===== config.mk =====
export PLATFORM = sky130hd
export DESIGN_NAME = bp_me_mem_link_client_ooo
export DESIGN_NICKNAME = d
export VERILOG_FILES = /design/src/rtl/bp_me_mem_link_client_ooo.sv
export SDC_FILE = /design/constraint.sdc
export NUM_CORES = 1
export LEC_CHECK = 0
export CAP_MARGIN = 10
export CORE_AREA = 10 10 156 158
export CTS_CLUSTER_DIAMETER = 40
export DETAILED_ROUTE_END_ITERATION = 16
export DIE_AREA = 0 0 166 168
export PLACE_DENSITY = 0.65
export SKIP_LAST_GASP = 1
export SLEW_MARGIN = 20
export SYNTH_ARGS = -nofsm -noshare
export SYNTH_HDL_FRONTEND = slang
export SYNTH_SLANG_ARGS = --single-unit
export TNS_END_PERCENT = 30

===== constraint.sdc =====
create_clock -name clk_i -period 2.05 [get_ports clk_i]
set_input_delay 0.205 -clock clk_i [delete_from_list [all_inputs] [get_ports clk_i]]
set_output_delay 0.205 -clock clk_i [all_outputs]
set_load 0.01 [all_outputs]

===== src/rtl/bp_me_mem_link_client_ooo.sv =====
// Tagged out-of-order memory link client: commands allocate a return-route slot whose index
// is the memory tag; responses are routed back by tag and free their slot.
module bp_me_mem_link_client_ooo #(
  parameter int unsigned hdr_width_p       = 32,
  parameter int unsigned data_width_p      = 64,
  parameter int unsigned cord_width_p      = 8,
  parameter int unsigned cid_width_p       = 2,
  parameter int unsigned num_outstanding_p = 4,
  localparam int unsigned tag_width_lp     = $clog2(num_outstanding_p),
  localparam int unsigned cnt_width_lp     = $clog2(num_outstanding_p + 1)
) (
  input  logic                                 clk_i,
  input  logic                                 reset_n_i,

  input  logic [hdr_width_p-1:0]               cmd_hdr_i,
  input  logic [data_width_p-1:0]              cmd_data_i,
  input  logic [cord_width_p-1:0]              cmd_src_cord_i,
  input  logic [cid_width_p-1:0]               cmd_src_cid_i,
  input  logic                                 cmd_v_i,
  output logic                                 cmd_yumi_o,

  output logic [hdr_width_p+data_width_p-1:0]  mem_cmd_o,
  output logic [tag_width_lp-1:0]              mem_cmd_tag_o,
  output logic                                 mem_cmd_v_o,
  input  logic                                 mem_cmd_yumi_i,

  input  logic [hdr_width_p+data_width_p-1:0]  mem_resp_i,
  input  logic [tag_width_lp-1:0]              mem_resp_tag_i,
  input  logic                                 mem_resp_v_i,
  output logic                                 mem_resp_ready_o,

  output logic [hdr_width_p-1:0]               resp_hdr_o,
  output logic [data_width_p-1:0]              resp_data_o,
  output logic [cord_width_p-1:0]              resp_dst_cord_o,
  output logic [cid_width_p-1:0]               resp_dst_cid_o,
  output logic                                 resp_v_o,
  input  logic                                 resp_ready_i,

  output logic [cnt_width_lp-1:0]              outstanding_o,
  output logic                                 tag_err_o
);

  logic [num_outstanding_p-1:0] valid_q, valid_d;
  logic [cord_width_p-1:0]      cord_q [num_outstanding_p];
  logic [cord_width_p-1:0]      cord_d [num_outstanding_p];
  logic [cid_width_p-1:0]       cid_q  [num_outstanding_p];
  logic [cid_width_p-1:0]       cid_d  [num_outstanding_p];
  logic [cnt_width_lp-1:0]      count_q, count_d;
  logic                         err_q, err_d;

  logic [tag_width_lp-1:0]      free_idx;
  logic                         found;
  logic                         full;
  logic                         hit;
  logic                         alloc;
  logic                         free;

  // Lowest free slot, taken from registered state only so a slot freed this cycle is not reused
  // until the next one.
  always_comb begin
    free_idx = '0;
    found    = 1'b0;
    for (int unsigned i = 0; i < num_outstanding_p; i++) begin
      if (!found && !valid_q[i]) begin
        free_idx = tag_width_lp'(i);
        found    = 1'b1;
      end
    end
  end

  assign full  = &valid_q;
  assign hit   = valid_q[mem_resp_tag_i];
  assign alloc = reset_n_i & cmd_v_i & ~full & mem_cmd_yumi_i;
  assign free  = reset_n_i & mem_resp_v_i & hit & resp_ready_i;

  assign mem_cmd_o        = {cmd_data_i, cmd_hdr_i};
  assign mem_cmd_tag_o    = free_idx;
  assign mem_cmd_v_o      = reset_n_i & cmd_v_i & ~full;
  assign cmd_yumi_o       = alloc;

  assign resp_hdr_o       = mem_resp_i[hdr_width_p-1:0];
  assign resp_data_o      = mem_resp_i[hdr_width_p+data_width_p-1:hdr_width_p];
  assign resp_dst_cord_o  = cord_q[mem_resp_tag_i];
  assign resp_dst_cid_o   = cid_q[mem_resp_tag_i];
  assign resp_v_o         = reset_n_i & mem_resp_v_i & hit;
  // Responses on unallocated tags are always accepted so a stray tag cannot wedge memory.
  assign mem_resp_ready_o = reset_n_i & (hit ? resp_ready_i : 1'b1);

  assign outstanding_o    = count_q;
  assign tag_err_o        = err_q;

  always_comb begin
    valid_d = valid_q;
    cord_d  = cord_q;
    cid_d   = cid_q;
    if (alloc) begin
      valid_d[free_idx] = 1'b1;
      cord_d[free_idx]  = cmd_src_cord_i;
      cid_d[free_idx]   = cmd_src_cid_i;
    end
    if (free) begin
      valid_d[mem_resp_tag_i] = 1'b0;
    end
    count_d = count_q + cnt_width_lp'(alloc) - cnt_width_lp'(free);
    err_d   = err_q | (reset_n_i & mem_resp_v_i & ~hit);
  end

  always_ff @(posedge clk_i or negedge reset_n_i) begin
    if (!reset_n_i) begin
      valid_q <= '0;
      count_q <= '0;
      err_q   <= 1'b0;
      for (int unsigned i = 0; i < num_outstanding_p; i++) begin
        cord_q[i] <= '0;
        cid_q[i]  <= '0;
      end
    end else begin
      valid_q <= valid_d;
      count_q <= count_d;
      err_q   <= err_d;
      for (int unsigned i = 0; i < num_outstanding_p; i++) begin
        cord_q[i] <= cord_d[i];
        cid_q[i]  <= cid_d[i];
      end
    end
  end

endmodule


======== After elaboration in Yosys (flattened, before gate mapping) ========
Cells that the tools add are included.
Widths: inputs -> output; s select.
storage, ports and cells
  input port bits ......................... 210
  output and inout port bits .............. 212
  logic and storage cells ................. 75
  bits in registers ....................... 48
cells by class
  bitwise operators ....................... 16
  add/subtract/negate cells ............... 2
  mux-type cells .......................... 27
  order comparisons ....................... 7
  reductions and logical operators ........ 12
operator list
  operator            count
  $bwmux 32           1
  $mux 8              3
  $bmux 8 s2          1
  $demux 8 s2         1
  $mux 2              5
  $and 1x1->1         8
  $bwmux 8            1
  $mux 1              8
  $mux 4              2
  $ge 3x3->1 const B  2
  $logic_and 1x1->1   6
  $lt 2x3->1 const B  2
  $not 2->3           2
  $logic_not 1->1     5
  $and 4x4->4         1
  $bmux 2 s2          1
  $demux 1 s2         2
  $demux 2 s2         1
  $ge 2x1->1 const B  2
  $not 4->4           1
  $or 4x4->4          1
  $reduce_and 4->1    1
  $add 3x1->3         1
  $lt 3x1->1 const B  1
  4 further kinds     5

======== Depth between registers and ports, before layout ========
Gate-level depths: netlist of the first run.
  depth in word-level cells ............... 17
  depth in mapped cells ................... 10
  gate-level depth less buffers ........... 9

======== Worst setup path before layout of the first run ========
No wires, ideal clock.
  path kind ............................... register -> register
  start ................................... register valid_q[2]
  end ..................................... register count_q[2] (netlist: outstanding_o[2])
  period minus slack after synthesis ...... 2.059 ns
  cell stages (with the launch flop) ...... 11
  slack ................................... -0.009 ns
  required time ........................... 1.927 ns
  library setup time ...................... 0.123 ns
  data arrival time ....................... 1.937 ns
  path buffers ............................ 1
  cells stage by stage .................... dfrtp_1 > clkbuf_1 > mux2i_1 > mux2_2 > nor2_1 > ha_1 > inv_1 > ha_1 > inv_1 > fa_1 > xnor2_1
on the way
  cells in the longest elaborated chain, start to end .. 6
  elaborated cells on any way between the ends .. 10
  those cells by class .................... add/sub: 2; mux: 2; bitwise: 5; reduce/logical: 1
RTL lines
  element                   line  RTL
  from (decl)               43    logic [num_outstanding_p-1:0] valid_q, valid_d;
  from (signal assigned)    118   valid_q <= valid_d;
  $reduce_and 4->1          71    assign full = &valid_q;
  $not 1->1                 73    assign alloc = reset_n_i & cmd_v_i & ~full & mem_cmd_yumi_i;
  $and 1x1->1 (2 in a row)  73
  $add 3x1->3               104   count_d = count_q + cnt_width_lp'(alloc) - cnt_width_lp'(free);
  $sub 3x1->3 *             104
  via count_d[2]            48    logic [cnt_width_lp-1:0] count_q, count_d;
  to (signal assigned)      119   count_q <= count_d;
  to (decl)                 48
Mark *: on every way through the listed nets, which the timed path passes. The rest lies on a longest branch. The select of a mux whose other input is x is not followed.
A chain may end at the register's enable or synchronous reset.

======== Final worst setup path of the first run ========
  start ................................... register valid_q[0]
  end ..................................... output port cmd_yumi_o
on the way
  cells in the longest elaborated chain, start to end .. 4
RTL lines
  element                   line  RTL
  $reduce_and 4->1          71
  $not 1->1                 73
  $and 1x1->1 (2 in a row)  73
  to (decl)                 20    output logic cmd_yumi_o,
No other way between the ends.

==> impl_metrics.tcl, run 1 <==
set metrics [dict create \
    grt_antenna_before_repair 1 \
    cts_tree "yes" \
    start_kind "flop" \
    rsz0062_at_grt "yes" \
    ys_seq_elements 48 \
    core_um2 21400 \
    post-cts-setup-buffers 0 \
    finalCritPeriodShare 1.02 \
    placed_area_um2 3090 \
    post-route-util 0.153 \
    cp.arrival_ns 1.88 \
    grt_overflow_total 0 \
    port-buffer-count 37 \
    insertion_delay_ns 0.29 \
    finalSetupViolCount 1 \
    cts_root_buf "clkbuf_16" \
    die_x_um 166 \
    hp-class "in -> async" \
    numCtsBuffers 5 \
    grt_max_degree 46 \
    cts.path.max_buffers 2 \
    design_area_um2 3270 \
    synth_common_cells "194 x buf_4, 48 x dfrtp_1, 40 x mux2_2, 10 x mux4_2, 5 x nand2_1" \
    synth-edff-count 0 \
    finalNetCount 415 \
    crit_type "reg -> out" \
    routedWlPerCell_um 22.1 \
    worstMarginPinSlew_ns 0.564 \
    vias_per_cell 3.59 \
    netlist_top_cells_area "buf_4 40%, dfrtp_1 33%, mux2_2 12%" \
    initial_core_util 0.171 \
    path_clk_slew_ns 0.07 \
    power.density_nw_per_um2 1230 \
    clock_skew_ns 0.00607 \
    gp_congestion 0.712 \
    syn-cell-area_um2 3670 \
    postRouteAntennaNets 0 \
    antenna-diode-count 0 \
    hpwl_um 8840 \
    die_h_um 168 \
    cp.required_ns 1.85 \
    fmax_mhz 479 \
    postSynth.asyncResetShare 1.00 \
    max_cap_violations 0 \
    relSlewSlack 0.624 \
    crit_path_max_fanout 7 \
    drc 0 \
    syn_inst 339 \
    finalHoldViolCount 0 \
    ios 422 \
    violations "setup timing" \
    seq_area_frac_synth 0.327 \
    rows 54 \
    firstDrtPassIters 4 \
    numClockSinks 48 \
    detailedPlace.worstSlack_ns -0.414 \
    die_area_um2 27900 \
    via_count 1733 \
    yosysUniqueCellTypes 34 \
    ir_drop_v 0.000729 \
    syn_avg_cell_area_um2 10.8 \
    synth_ff_type "dfrtp_1" \
    syn_nets 552 \
    period_needed_ns 2.09 \
    htreeDepth 2 \
    fin_ws_ns -0.0392 \
    synth.top_cell.area_share 0.397 \
    area_delta_synth_final_pct -11.0 \
    leakage_uw 0.00131 \
    synth_top_cell_by_area "buf_4" \
    drt_wl_total_um 10700 \
    track_usage 0.0721 \
    drive_above_1_share 0.409 \
    grt_pass1_wl_um 14900 \
    grt_pass1_vias 1965 \
    endpoint_kind "output pin" \
    synth_most_common_cell "buf_4" \
    status "complete, but fails checks" \
    report.final.slew_viol_count 0 \
    ys.warnings.count 0 \
    hold_ws_ns 0.175 \
    drt-initial-drc-count 35 \
]
## sequential cells by signal (all words and copies together), names as in the netlist
| name | cells |
|---|---|
| cord_q | 32 |
| tag_err_o | 1 |
| outstanding_o | 3 |
| valid_q | 4 |
| cid_q | 8 |
## cells in the final DEF, fill, tap and decap left out, types with 3 or more instances in the layout
cell / count
buf_12: 4
buf_4: 12
clkbuf_16: 5
clkdlybuf4s50_1: 32
dfrtp_1: 48
inv_1: 4
mux2_2: 40
mux4_2: 10
nand2_1: 5
nor2_1: 3
## power by group
| group | leakage, uW | switching (uW) | internal [uW] |
|---|---|---|---|
| Clock | 0.0000804 | 369 | 580 |
| Combinational | 0.000642 | 569 | 908 |
| Sequential | 0.000588 | 219 | 1370 |
## metal layers
layer | routed length, um | track usage | up-vias
met3 | 2330 | 0.0757 | 69
li1 | - | - | 646
met4 | 502 | 0.0412 | 4
met5 | 63 | 0.0126 | -
met2 | 4980 | 0.110 | 215
met1 | 2780 | 0.0557 | 799
## cell families after synthesis
family          after synthesis  share of synthesized area
buf+inv                     203                      0.409
mux                          53                      0.193
flops                        48                      0.327
simple gates                 20                     0.0358
compound gates               10                     0.0191
fa+ha+maj                     3                     0.0123
xor+xnor                      2                    0.00477
## path summary, 6_finish.rpt
path / from / endpoint / slack, ns / cells past startpoint
max: valid_q[0] / cmd_yumi_o / -0.04 / 4
min: reset_n_i / cord_q[31] / 0.17 / 2
max reg2reg: valid_q[1] / outstanding_o[2] / 0.17 / 9
min reg2reg: cord_q[10] / cord_q[10] / 0.49 / 1
max in group asynchronous: reset_n_i / tag_err_o / 1.41 / 2
min in group clk_i: reset_n_i / tag_err_o / 0.32 / 2
## critical path, stage by stage (launching register included)
cell and delay (ns):
dfrtp_1 0.38, buf_4 0.16, and2_1 0.16, a31oi_1 0.29, clkdlybuf4s50_1 0.61
## through the flow
step | power, uW | cells | TNS, ns
floorplan | 2780 | 339 | 0
global placement | 3040 | 474 | -4.32
detailed placement | 3110 | 474 | -4.37
CTS | 4090 | 483 | -0.629
global route | 4280 | 483 | -0.0901
finish | 4020 | 483 | -0.0392
## cell type report
class	instances	area (um^2)
Fill cell	2340	18100
Sequential cell	48	1200
Multi-Input combinational cell	88	976
Timing Repair Buffer	55	556
Tap cell	280	350
Clock buffer	5	125
Clock inverter	3	46.3
Inverter	4	15.0
## timing repair
item | CTS | global route
hold buffers | 1 | 0
endpoints found under the hold margin | 4 | 0
pin swaps | 0 | 0
endpoints found under the setup margin | 16 | 15
gates resized for setup | 3 | 5
Note: power is estimated with default switching activity, not from simulation.
==> inputs of run 2 (changes only) <==
--- a/config.mk
+++ b/config.mk
@@ -10,6 +10,7 @@
 export CTS_CLUSTER_DIAMETER = 40
 export DETAILED_ROUTE_END_ITERATION = 16
 export DIE_AREA = 0 0 166 168
+export GPL_TIMING_DRIVEN = 0
 export PLACE_DENSITY = 0.65
 export SKIP_LAST_GASP = 1
 export SLEW_MARGIN = 20
==> impl_metrics.tcl, run 2 (synthesized netlist as in run 1, its figures left out) <==
set metrics [dict create \
    grt_max_degree 29 \
    htreeDepth 2 \
    track_usage 0.104 \
    timing.rr.end "outstanding_o[1]" \
    crit_family "adder cells" \
    postRouteAntennaNets 0 \
    grt_pass1_vias 3314 \
    r2r_slack_ns 0.02 \
    p_sw_frac 0.287 \
    worstRegToRegCells 10 \
    hp-class "in -> async" \
    grt_overflow_total 0 \
    area_delta_synth_final_pct 80.5 \
    relSlewSlack 0.570 \
    path_clk_slew_ns 0.07 \
    numCtsBuffers 5 \
    port-buffer-count 228 \
    cts_root_buf "clkbuf_16" \
    p_switching_uw 1400 \
    regMostFlops "cord_q" \
    cpPeakStageDelay_ns 0.51 \
    routedWlPerCell_um 18.6 \
    crit_path_max_fanout 6 \
    cp_common_cell "inv_1" \
    fill_cells 2196 \
    core_um2 21400 \
    die_h_um 168 \
    worstMarginPinSlew_ns 0.644 \
    layout_commonest_cell "clkdlybuf4s50_1" \
    ios 422 \
    finalNetCount 796 \
    insertion_delay_ns 0.29 \
    report.final.slew_viol_count 0 \
    crit_slowest_cell "fa_2" \
    mostFrequentLayoutCells "225 x clkdlybuf4s50_1, 201 x buf_4, 45 x dfrtp_1, 39 x mux2_2, 10 x mux4_2" \
    power.density_nw_per_um2 736 \
    gp_congestion 0.757 \
    multi_input_area_um2 997 \
    max_cap_violations 0 \
    rr_startpoint "valid_q[2]" \
    intPower_uw 3480 \
    via_count 3037 \
    finalHoldViolCount 0 \
    numClockSinks 48 \
    drt-initial-drc-count 67 \
    fmax_mhz 492 \
    cp.required_ns 2.23 \
    path_cells "buf_6, mux2i_1, mux2_4, nor2_4, ha_4, inv_1, ha_1, inv_2, fa_2, inv_1" \
    die_area_um2 27900 \
    seq_area_um2 1200 \
    grt_antenna_before_repair 1 \
    combPwrFrac 0.471 \
    drive_above_1_share 0.478 \
    hpwl_um 13900 \
    hold_ws_ns 0.0543 \
    reg_top3 "cord_q x32, cid_q x8, valid_q x4" \
    drc 0 \
    drt_wl_total_um 16100 \
    largest_reg_flops 32 \
    finalSetupViolCount 0 \
    grt_pass1_wl_um 22900 \
    endpoint_kind "flop" \
    detailedPlace.worstSlack_ns -0.572 \
    clock_skew_ns 0.00565 \
    crit_type "reg -> reg" \
    firstDrtPassIters 4 \
    clock_power_share 0.197 \
    placed_area_um2 6300 \
    cp.arrival_ns 2.21 \
    design_area_um2 6630 \
    path_buf_inv 4 \
    cts.path.max_buffers 2 \
    rsz0062_at_grt "yes" \
    finalCritPeriodShare 0.991 \
    fin_ws_ns 0.0188 \
    start_kind "flop" \
    rows 54 \
    power_frac_seq 0.332 \
    leakage_uw 0.00297 \
    period_needed_ns 2.03 \
    cts_tree "yes" \
    initial_core_util 0.171 \
    die_x_um 166 \
    vias_per_cell 3.51 \
    ir_drop_v 0.000611 \
    status "finished clean" \
]
==> run 2: layer usage <==
layer | global-route usage | share of wire | routed length [um] | up-vias
li1 | - | - | - | 1412
met1 | 0.109 | 0.36 | 5730 | 1435
met2 | 0.194 | 0.54 | 8710 | 184
met3 | 0.0426 | 0.091 | 1470 | 6
met4 | 0.0185 | 0.010 | 166 | 0
met5 | 0 | 0 | 0 | -
==> run 2: timing repair <==
item | in CTS | in global routing
buffers inserted | 0 | 6
endpoints found under the setup margin | 13 | 10
hold buffers | 3 | 0
resized for setup | 5 | 15
endpoints found under the hold margin | 28 | 0
pin swaps | 0 | 1
==> run 2: worst reg2reg max path: stages, from the launching register on <==
cell and delay (ns):
dfrtp_1 0.34, buf_6 0.12, mux2i_1 0.06, mux2_4 0.30
nor2_4 0.11, ha_4 0.20, inv_1 0.05, ha_1 0.15
inv_2 0.04, fa_2 0.51, inv_1 0.04
==> run 2: how the worst max path moves through the flow <==
| stage | startpoint | to | slack, ns | cells past startpoint |
|---|---|---|---|---|
| after floorplan | valid_q[2] | outstanding_o[2] | 0.08 | 10 |
| final | valid_q[2] | outstanding_o[1] | 0.02 | 10 |
| after global routing | valid_q[2] | outstanding_o[1] | -0.04 | 10 |
| after detailed placement | mem_resp_tag_i[1] | resp_dst_cord_o[0] | -0.57 | 4 |
| after global placement | reset_n_i | outstanding_o[2] | -2.24 | 9 |
| after CTS | valid_q[2] | outstanding_o[1] | -0.08 | 10 |
==> run 2: layout make-up <==
cell class,instances,area share
plain buffers,199,0.228
repair buffers,237,0.358
clock buffers,6,0.0210
well taps,280,0.0529
diodes,1,0.000378
inverters,4,0.00227
clock inverters,2,0.00585
multi-input cells,88,0.150
flip-flops and latches,48,0.182
==> run 2: power by group through the flow <==
| stage | registers, uW | clock network, uW | logic (uW) |
|---|---|---|---|
| 2_1_floorplan | 1570 | 0 | 1210 |
| 3_3_place_gp | 1620 | 0 | 2170 |
| 3_5_place_dp | 1640 | 0 | 2190 |
| 4_1_cts | 1620 | 981 | 2210 |
| 5_1_grt | 1680 | 1030 | 2460 |
| 6_report | 1620 | 961 | 2300 |
==> run 2: stage by stage <==
| stage | total power [uW] | utilization | instances | TNS, ns |
|---|---|---|---|---|
| floorplan | 2780 | - | 339 | 0 |
| global placement | 3790 | 0.294 | 847 | -143.15 |
| detailed placement | 3820 | 0.294 | 847 | -7.90 |
| CTS | 4810 | 0.305 | 858 | -0.198 |
| global route | 5170 | 0.309 | 865 | -0.0451 |
| finish | 4880 | 0.309 | 865 | 0 |
==> inputs of run 3 (changes only) <==
--- a/config.mk
+++ b/config.mk
@@ -12,6 +12,7 @@
 export DIE_AREA = 0 0 166 168
 export GPL_TIMING_DRIVEN = 0
 export PLACE_DENSITY = 0.65
+export SETUP_SLACK_MARGIN = 0.15
 export SKIP_LAST_GASP = 1
 export SLEW_MARGIN = 20
 export SYNTH_ARGS = -nofsm -noshare
==> impl_metrics.tcl, run 3 (synthesized netlist as in run 1, its figures left out) <==
set metrics [dict create \
    clock_skew_ns 0.00575 \
    crit_path_max_fanout 4 \
    core_um2 21400 \
    die_h_um 168 \
    ios 422 \
    numClockSinks 48 \
    cp.arrival_ns 2.21 \
    rr_startpoint "valid_q[2]" \
    path_clk_slew_ns 0.07 \
    globalRoute.busiestLayer "met2" \
    insertion_delay_ns 0.28 \
    cts_tree "yes" \
    port-buffer-count 228 \
    rows 54 \
    max_cap_violations 0 \
    grt_overflow_total 0 \
    mostFrequentLayoutCells "221 x clkdlybuf4s50_1, 201 x buf_4, 45 x dfrtp_1, 39 x mux2_2, 10 x mux4_2" \
    multi_input_area_um2 1020 \
    report.final.slew_viol_count 0 \
    regMostFlops "cord_q" \
    finalHoldViolCount 48 \
    crit_type "reg -> reg" \
    status "complete, but fails checks" \
    initial_core_util 0.171 \
    drt-initial-drc-count 56 \
    period_needed_ns 2.03 \
    rsz0062_at_grt "yes" \
    timing.rr.end "outstanding_o[1]" \
    reg_top3 "cord_q x32, cid_q x8, valid_q x4" \
    fmax_mhz 493 \
    die_x_um 166 \
    firstDrtPassIters 4 \
    largest_reg_flops 32 \
    crit_slowest_cell "fa_2" \
    vias_per_cell 3.49 \
    met3_usage 0.0421 \
    grt_use_met1 0.113 \
    finalCritPeriodShare 0.990 \
    htreeDepth 2 \
    hpwl_um 14300 \
    path_buf_inv 4 \
    hp-class "in -> async" \
    drc 0 \
    area_delta_synth_final_pct 79.8 \
    worstRegToRegCells 10 \
    die_area_um2 27900 \
    routedWlPerCell_um 18.9 \
    ir_drop_v 0.000549 \
    cts.path.max_buffers 2 \
    via_count 3016 \
    track_usage 0.104 \
    crit_family "adder cells" \
    use_met2 0.190 \
    postRouteAntennaNets 0 \
    finalSetupTns_ns 0 \
    startpoint "valid_q[2]" \
    grt_pass1_vias 3148 \
    violations "hold timing" \
    fill_cells 2193 \
    cpPeakStageDelay_ns 0.51 \
    gp_congestion 0.773 \
    finalNetCount 794 \
    seq_area_um2 1200 \
    drive_above_1_share 0.483 \
    grt_pass1_wl_um 22900 \
    hold_ws_ns -0.126 \
    r2r_slack_ns 0.02 \
    numCtsBuffers 5 \
    worstMarginPinSlew_ns 0.642 \
    start_kind "flop" \
    path_cells "buf_8, mux2i_1, mux2_4, nor2_4, ha_4, inv_4, ha_4, inv_2, fa_2, inv_2" \
    layout_commonest_cell "clkdlybuf4s50_1" \
    drt_wl_total_um 16300 \
    power.density_nw_per_um2 727 \
    endpoint_kind "flop" \
    grt_antenna_before_repair 2 \
    cts_root_buf "clkbuf_16" \
    leakage_uw 0.00297 \
    relSlewSlack 0.571 \
    grt_max_degree 56 \
    finalSetupViolCount 0 \
    cp.required_ns 2.23 \
]
## run 3: cell count changes in the layout (fill, tap and decap cells not counted), sizes merged
| cell | delta |
|---|---|
| clkinv | -1 |
| clkdlybuf4s50 | -4 |
| dlygate4sd2 | +1 |
| dlymetal6s2s | +2 |
| clkinvlp | +2 |
| clkdlybuf4s15 | +1 |
| bufinv | -1 |
| buf | -2 |
## run 3: power by group
group | switching (uW) | internal [uW]
Clock | 340 | 485
Combinational | 847 | 1520
Sequential | 226 | 1380
Total | 1410 | 3390
## run 3: final cells by class
class | count | area share
clock inverters | 2 | 0.00227
well taps | 280 | 0.0531
plain buffers | 199 | 0.230
repair buffers | 235 | 0.354
diodes | 1 | 0.000379
clock buffers | 6 | 0.0210
multi-input cells | 88 | 0.154
inverters | 4 | 0.00265
flip-flops and latches | 48 | 0.182
## run 3: worst register-to-register path, cell delays in order (launching register included)
cell and delay, ns:
dfrtp_1 0.36, buf_8 0.10, mux2i_1 0.05, mux2_4 0.31
nor2_4 0.14, ha_4 0.22, inv_4 0.05, ha_4 0.12
inv_2 0.03, fa_2 0.52, inv_2 0.03
## run 3: per-layer routing
metal	vias to the layer above	share of wire
li1	1409	-
met1	1421	0.35
met2	176	0.54
met3	8	0.094
met4	2	0.0089
met5	-	0.00080
## run 3: repair_timing
item / 4_1_cts / 5_1_grt
pin swaps: 0 / 3
endpoints found under the setup margin: 18 / 18
endpoints found under the hold margin: 48 / 48
buffers inserted: 0 / 7
resized for setup: 11 / 18
## run 3: worst max-delay path by stage
stage                     cells after the start  slack, ns            endpoint
after floorplan                              10       0.13    outstanding_o[2]
after global placement                        9      -2.28    outstanding_o[2]
after detailed placement                      4      -0.55  resp_dst_cord_o[6]
after CTS                                     9      -0.08    outstanding_o[2]
after global routing                         10      -0.04    outstanding_o[1]
final                                        10       0.02    outstanding_o[1]
## run 3: through the flow
step / std cells / total power (uW) / cell area (um^2) / utilization / setup slack, ns
after floorplan: 339 / 2800 / 3690 / - / 0.129
after global placement: 847 / 3830 / 6320 / 0.295 / -2.28
after detailed placement: 847 / 3850 / 6320 / 0.295 / -0.550
after CTS: 855 / 4710 / 6490 / 0.303 / -0.0756
after global routing: 862 / 5090 / 6600 / 0.308 / -0.0373
final: 863 / 4800 / 6600 / 0.308 / 0.0197
